$ cat config.mk
export PLATFORM = sky130hd
export DESIGN_NAME = synt_cal_ctrl_flat
export DESIGN_NICKNAME = d
export VERILOG_FILES = /design/src/rtl/synt_cal_ctrl_if.sv /design/src/rtl/synt_cal_ctrl.sv /design/src/flat_wrapper.sv
export SDC_FILE = /design/constraint.sdc
export NUM_CORES = 1
export LEC_CHECK = 0
export CORE_ASPECT_RATIO = 0.8
export CORE_UTILIZATION = 49
export DETAILED_ROUTE_END_ITERATION = 10
export PLACE_DENSITY = 0.77
export REMOVE_ABC_BUFFERS = 1
export SYNTH_ARGS = -nofsm -noshare
export SYNTH_HDL_FRONTEND = slang
export SYNTH_SLANG_ARGS = --single-unit
$ cat constraint.sdc
create_clock -name CLK -period 2.1 [get_ports CLK]
set_input_delay 0.42 -clock CLK [delete_from_list [all_inputs] [get_ports CLK]]
set_output_delay 0.42 -clock CLK [all_outputs]
set_load 0.05 [all_outputs]
$ cat src/rtl/synt_cal_ctrl_if.sv
// Sequencer <-> synthesizer calibration controller bundle.
// Per-channel request/status vectors plus the shared CAL_LEN.
interface synt_cal_ctrl_if #(
  parameter int NCH   = 4,
  parameter int CNT_W = 16
);
  logic [NCH-1:0]   PU_SYNT;
  logic [NCH-1:0]   CAL_SYNT;
  logic [CNT_W-1:0] CAL_LEN;
  logic [NCH-1:0]   LOCK_LOST;
  logic [NCH-1:0]   RDY_SYNT;
  logic [NCH-1:0]   BUSY_SYNT;
  logic [NCH-1:0]   PEND_SYNT;
  logic             ENG_IDLE;

  modport master (
    output PU_SYNT, CAL_SYNT, CAL_LEN, LOCK_LOST,
    input  RDY_SYNT, BUSY_SYNT, PEND_SYNT, ENG_IDLE
  );

  modport slave (
    input  PU_SYNT, CAL_SYNT, CAL_LEN, LOCK_LOST,
    output RDY_SYNT, BUSY_SYNT, PEND_SYNT, ENG_IDLE
  );
endinterface

$ cat src/rtl/synt_cal_ctrl.sv
// Multi-channel synthesizer power-up/calibration controller, one shared engine.
// Optional: SYNT_AUTO_RECAL_EN re-queues a channel on lock loss.
module synt_cal_ctrl #(
  parameter int NCH        = 4,
  parameter int CNT_W      = 16,
  parameter int CAL_CYCLES = 14000
) (
  input logic            CLK,
  input logic            RST_N,
  synt_cal_ctrl_if.slave bus
);

  localparam int PW = (NCH > 1) ? $clog2(NCH) : 1;

  typedef enum logic [2:0] {
    S_OFF,
    S_IDLE,
    S_PEND,
    S_CAL,
    S_RDY
  } st_t;

  st_t st_q [NCH];
  st_t st_d [NCH];

  logic             eng_idle_q, eng_idle_d;
  logic [CNT_W-1:0] cnt_q, cnt_d;
  logic [PW-1:0]    ptr_q, ptr_d;
  logic [PW-1:0]    own_q, own_d;

  logic [NCH-1:0]   pend_v;
  logic             gnt_v;
  logic [PW-1:0]    gnt_idx;
  logic             hi_v, lo_v;
  logic [PW-1:0]    hi_idx, lo_idx;
  logic             cal_done;
  logic [CNT_W-1:0] len;

  // A channel being powered down at this edge is not eligible for grant
  always_comb begin
    pend_v = '0;
    for (int i = 0; i < NCH; i++)
      pend_v[i] = (st_q[i] == S_PEND) && bus.PU_SYNT[i];
  end

  // Round robin: lowest pending index >= ptr, else lowest overall
  always_comb begin
    hi_v   = 1'b0;
    lo_v   = 1'b0;
    hi_idx = '0;
    lo_idx = '0;
    for (int i = NCH - 1; i >= 0; i--) begin
      if (pend_v[i]) begin
        lo_v   = 1'b1;
        lo_idx = PW'(i);
        if (i >= int'(ptr_q)) begin
          hi_v   = 1'b1;
          hi_idx = PW'(i);
        end
      end
    end
    gnt_v   = lo_v && eng_idle_q;
    gnt_idx = hi_v ? hi_idx : lo_idx;
  end

  assign cal_done = !eng_idle_q && (cnt_q == '0);
  assign len = (bus.CAL_LEN == '0) ? CNT_W'(CAL_CYCLES)
                                   : bus.CAL_LEN;

  always_comb begin
    eng_idle_d = eng_idle_q;
    cnt_d      = cnt_q;
    ptr_d      = ptr_q;
    own_d      = own_q;
    if (!eng_idle_q) begin
      if (!bus.PU_SYNT[own_q] || cnt_q == '0) begin
        eng_idle_d = 1'b1;
        cnt_d      = '0;
      end else begin
        cnt_d = cnt_q - CNT_W'(1);
      end
    end else if (gnt_v) begin
      eng_idle_d = 1'b0;
      cnt_d      = len - CNT_W'(1);
      own_d      = gnt_idx;
      ptr_d      = (gnt_idx == PW'(NCH - 1)) ? '0
                                             : gnt_idx + PW'(1);
    end
  end

  always_comb begin
    for (int i = 0; i < NCH; i++) begin
      st_d[i] = st_q[i];
      if (!bus.PU_SYNT[i]) begin
        st_d[i] = S_OFF;
      end else begin
        unique case (st_q[i])
          S_OFF:  st_d[i] = S_IDLE;
          S_IDLE: if (bus.CAL_SYNT[i]) st_d[i] = S_PEND;
          S_PEND: if (gnt_v && gnt_idx == PW'(i))
                    st_d[i] = S_CAL;
          S_CAL:  if (cal_done) st_d[i] = S_RDY;
          S_RDY: begin
            if (bus.CAL_SYNT[i]) begin
              st_d[i] = S_PEND;
            end else if (bus.LOCK_LOST[i]) begin
`ifdef SYNT_AUTO_RECAL_EN
              st_d[i] = S_PEND;
`else
              st_d[i] = S_IDLE;
`endif
            end
          end
          default: st_d[i] = S_OFF;
        endcase
      end
    end
  end

  always_ff @(posedge CLK) begin
    if (!RST_N) begin
      for (int i = 0; i < NCH; i++)
        st_q[i] <= S_OFF;
      eng_idle_q <= 1'b1;
      cnt_q      <= '0;
      ptr_q      <= '0;
      own_q      <= '0;
    end else begin
      for (int i = 0; i < NCH; i++)
        st_q[i] <= st_d[i];
      eng_idle_q <= eng_idle_d;
      cnt_q      <= cnt_d;
      ptr_q      <= ptr_d;
      own_q      <= own_d;
    end
  end

  always_comb begin
    bus.RDY_SYNT  = '0;
    bus.BUSY_SYNT = '0;
    bus.PEND_SYNT = '0;
    for (int i = 0; i < NCH; i++) begin
      bus.RDY_SYNT[i]  = (st_q[i] == S_RDY);
      bus.BUSY_SYNT[i] = (st_q[i] == S_CAL);
      bus.PEND_SYNT[i] = (st_q[i] == S_PEND);
    end
    bus.ENG_IDLE = eng_idle_q;
  end

endmodule

$ cat src/flat_wrapper.sv
// flat-port wrapper written by rule: the top's interface ports become plain ports
module synt_cal_ctrl_flat 
#(
  parameter int NCH        = 4,
  parameter int CNT_W      = 16,
  parameter int CAL_CYCLES = 14000
)
  (CLK, RST_N, bus_PU_SYNT, bus_CAL_SYNT, bus_CAL_LEN, bus_LOCK_LOST, bus_RDY_SYNT, bus_BUSY_SYNT, bus_PEND_SYNT, bus_ENG_IDLE);
  synt_cal_ctrl_if #(.NCH(NCH), .CNT_W(CNT_W)) bus_i ();
  input logic CLK;
  input logic RST_N;
  input wire logic [$bits(bus_i.PU_SYNT)-1:0] bus_PU_SYNT;
  input wire logic [$bits(bus_i.CAL_SYNT)-1:0] bus_CAL_SYNT;
  input wire logic [$bits(bus_i.CAL_LEN)-1:0] bus_CAL_LEN;
  input wire logic [$bits(bus_i.LOCK_LOST)-1:0] bus_LOCK_LOST;
  output wire logic [$bits(bus_i.RDY_SYNT)-1:0] bus_RDY_SYNT;
  output wire logic [$bits(bus_i.BUSY_SYNT)-1:0] bus_BUSY_SYNT;
  output wire logic [$bits(bus_i.PEND_SYNT)-1:0] bus_PEND_SYNT;
  output wire logic [$bits(bus_i.ENG_IDLE)-1:0] bus_ENG_IDLE;
  assign bus_i.PU_SYNT = bus_PU_SYNT;
  assign bus_i.CAL_SYNT = bus_CAL_SYNT;
  assign bus_i.CAL_LEN = bus_CAL_LEN;
  assign bus_i.LOCK_LOST = bus_LOCK_LOST;
  assign bus_RDY_SYNT = bus_i.RDY_SYNT;
  assign bus_BUSY_SYNT = bus_i.BUSY_SYNT;
  assign bus_PEND_SYNT = bus_i.PEND_SYNT;
  assign bus_ENG_IDLE = bus_i.ENG_IDLE;
  synt_cal_ctrl #(.NCH(NCH), .CNT_W(CNT_W), .CAL_CYCLES(CAL_CYCLES)) u_core (.CLK(CLK), .RST_N(RST_N), .bus(bus_i));
endmodule
==> summary.md <==
| Metric | Value |
|---|---|
| Nets | 493 |
| Count leader, synth | nand2_1 |
| Global-route wire length before repair | 15.0 mm |
| IO Count | 43 |
| Status | finished, final reports clean |
| Fin crit period | 2.06 ns |
| Area leader, netlist | dfxtp_1 |
| Number of remaining DRC errors | 0 |
| WHS | 0.486 ns |
| Total power | 1.99 mW |
| Cells after DPL | 500 |
| Power per cell area | 505 mW/mm² |
| Flop pwr share | 34.7% |
| Final worst path period share | 98.3% |
| Syn_area_per_cell | 7.67 µm² |
| All-Layer GR Usage | 33.6% |
| Max incr delay on CP | 0.30 ns |
| Final ANT Viol Nets | 0 |
| Crit path launch | bus_PU_SYNT[1] |
| Max clock buf depth | 2 |
| Final hold viol count | 0 |
| Max_cap viols | 0 |
| Vias in the first global route | 3,230 |
| Xor and xnor area share after synthesis | 2.36% |
| Hold_sp | u_core.own_q[1] |
| Worst vdd rail ir drop | 498 µV |
| Worst r2r src | u_core.st_q[0][1] |
| Slew margin rel. | 65.5% |
| Setup violators final | 0 |
| GPL Wtd Cong | 0.878 |
| Synth Cell Area | 0.00259 mm² |
| Worst-path clk slew | 0.07 ns |
| Flop-to-flop setup slack | 0.05 ns |
| Sequential share of the synthesized area | 25.5% |
| Crit-path slowest cell | and4bb_2 |
| Setup ws final | 0.0362 ns |
| ANT cells | 0 |
| Setup crit end kind | flip-flop |
| Via count | 3,333 |
| Area grow syn2layout | 52.3% |
| Max Slew Vio Count | 0 |
| Multiplexer area fraction after synthesis | 1.25% |
| Psw | 0.679 mW |
| Synth area leaders | dfxtp_1 25%, a21oi_1 5.6%, nand2_1 5.1%, o21ai_0 4.2%, ha_1 3.4% |
| GR Overflow Total | 0 |
| Lkg Pwr | 1.59 nW |
| Clock latency on the worst-skew pair | 0.29 ns |
| Comb power frac | 38.2% |
| Critical path class | input pin to flip-flop |
| Total wire length | 9.16 mm |
| Initial core utilization | 51.2% |
| Syn Inst Count | 338 |
| Worst-Margin Slew | 0.513 ns |
| Dpl hpwl | 6.39 mm |
| Clock sink count | 33 |
| Hold Path End | u_core.own_q[1] |
| Startpoint types | input pin |
| Synth warn | 0 |
| H-tree depth | 2 |
| Hold WC Path Type | flip-flop to flip-flop |
| Worst slack, placed | -0.510 ns |
| Antenna violations before repair | 0 |
| Clock tree from TritonCTS | built |
| WL/cell | 17.6 µm |
| CP required | 2.33 ns |
| Area share of the largest cell type after synthesis | 25.5% |
| Post-synth EDFFs | 0 |
| Share of cells above drive strength 1 | 31.9% |
| Main combinational cell family by area after synthesis | simple AND/OR/NAND/NOR gates |
| Reg2reg path depth | 11 |
| Clk_skew | 0.00305 ns |
| Synth Flop Type | dfxtp_1 |
| Hold path depth | 2 |
| Max Freq | 485 MHz |
| Die area | 0.00559 mm² |
| Die height | 67.1 µm |
| Compound-gate portion of the synthesized area | 30.3% |
| DR vias/cell | 6.42 |
| Iteration-0 DRC Markers | 410 |
| Cell internal pwr | 1.31 mW |
| Clock power frac | 27.1% |
| Non-Filler Instances | 519 |
| Synth top cells by count | 35 x nand2_1, 33 x dfxtp_1, 29 x a21oi_1 |
| WP data arrival | 2.29 ns |
| CTS buffer count | 5 |
| CP Max Fanout | 6 |
| Root buffer selected by CTS | clkbuf_8 |
| FF+latch count, synth | 33 |
| Router iterations before antenna repair | 4 |
| Post-Synth Adder-Cell Area | 3.38% |
| Die width | 83.3 µm |
| Count of cell types in the netlist | 72 |
| Cell Chain, Critical Path | dlygate4sd2_1 > and4bb_2 > a21o_1 > a21oi_1 > o22ai_2 > buf_4 > inv_2 > ha_1 > nand2_1 > a211oi_2 > o21a_1 |
| Post-synthesis simple-gate area fraction | 32.6% |
| Core area | 0.00506 mm² |
| Sw Ratio | 34.1% |
| Row cnt | 23 |
| Largest net degree at the start of global routing | 13 |
| Buffers on Ports | 42 |
| Fraction of registers with async set or reset after synthesis | 0% |
| Reg2reg end | u_core.st_q[3][0] |
==> sequential cells by signal, summed over array words and instances (netlist names) <==
| name | count |
|---|---|
| u_core.own_q | 2 |
| u_core.st_q | 12 |
| u_core.bus.ENG_IDLE | 1 |
| u_core.ptr_q | 2 |
| u_core.cnt_q | 16 |
==> layer usage <==
metal / global-route usage, % / vias to the layer above / wire, µm
met2: 55.9 / 168 / 4230
li1: - / 1543 / -
met5: 0 / - / 0
met4: 11.0 / 0 / 127
met3: 5.95 / 21 / 767
met1: 44.4 / 1601 / 4040
==> final cells by class <==
type / count / area (µm²)
multi-input combinational: 277 / 1960
fill: 337 / 1110
timing repair buffer: 124 / 1090
sequential: 33 / 667
clock buffer: 7 / 96.3
tap: 62 / 77.6
inverter: 15 / 56.3
clock inverter: 1 / 5.00
==> cells by family (layout without fill, tap and decap cells) <==
logic type,Yosys count,after routing
and+or+nand+nor,146,146
muxes,2,2
DFF,33,33
xor gates and xnor gates,7,7
AOI/OAI and AO/OA,115,115
adders and majority gates,7,7
buffers and inverters,28,147
==> stage by stage <==
stage	util, %	cell area [µm²]	TNS (ns)
floorplan	-	2530	-2.20
global placement	71.4	3620	-6.80
detailed placement	71.4	3620	-8.30
CTS	76.3	3860	-0.0168
global route	78.0	3950	-0.136
finish	78.0	3950	0
==> power groups by stage <==
stage	logic, mW	clock network [mW]	registers [mW]
after floorplan	0.338	0	0.705
after global placement	0.679	0	0.700
after detailed placement	0.700	0	0.701
after CTS	0.723	0.540	0.689
after global routing	0.814	0.571	0.696
final	0.761	0.539	0.692
==> cells in the final DEF (no fill, tap or decap), types with 6 or more instances in the layout <==
master and instances:
clkdlybuf4s50_1 19, a21oi_1 28, a21o_1 6, buf_12 7, nor3b_1 6, nand2_1 34, nand4_1 6, inv_1 13
o21ai_0 22, clkbuf_8 7, nor3_1 16, buf_4 86, dfxtp_1 30, nor2_1 23
==> how the worst max path moves through the flow <==
stage	endpoint	slack (ns)	cells past startpoint
after floorplan	u_core.cnt_q[13]	-0.18	5
after global placement	u_core.st_q[0][0]	-0.38	10
after detailed placement	u_core.cnt_q[11]	-0.51	8
after CTS	u_core.cnt_q[11]	-0.009	7
after global routing	u_core.st_q[1][0]	-0.03	10
final	u_core.st_q[3][0]	0.04	11
==> critical path, delay by kind of cell <==
| kind | cells | cell delay (ns) |
|---|---|---|
| AO/OA/AOI/OAI | 5 | 0.88 |
| adder cells (fa/ha/maj) | 1 | 0.15 |
| buffers and inverters | 3 | 0.47 |
| AND/OR/NAND/NOR | 2 | 0.37 |
==> timing repair <==
action                                  CTS  global route
pin swaps                                17             8
buffers inserted                          9             2
hold buffers                              0             0
resized for setup                        23            26
endpoints found under the setup margin   19            25
Power figures use the tool's default switching activity.
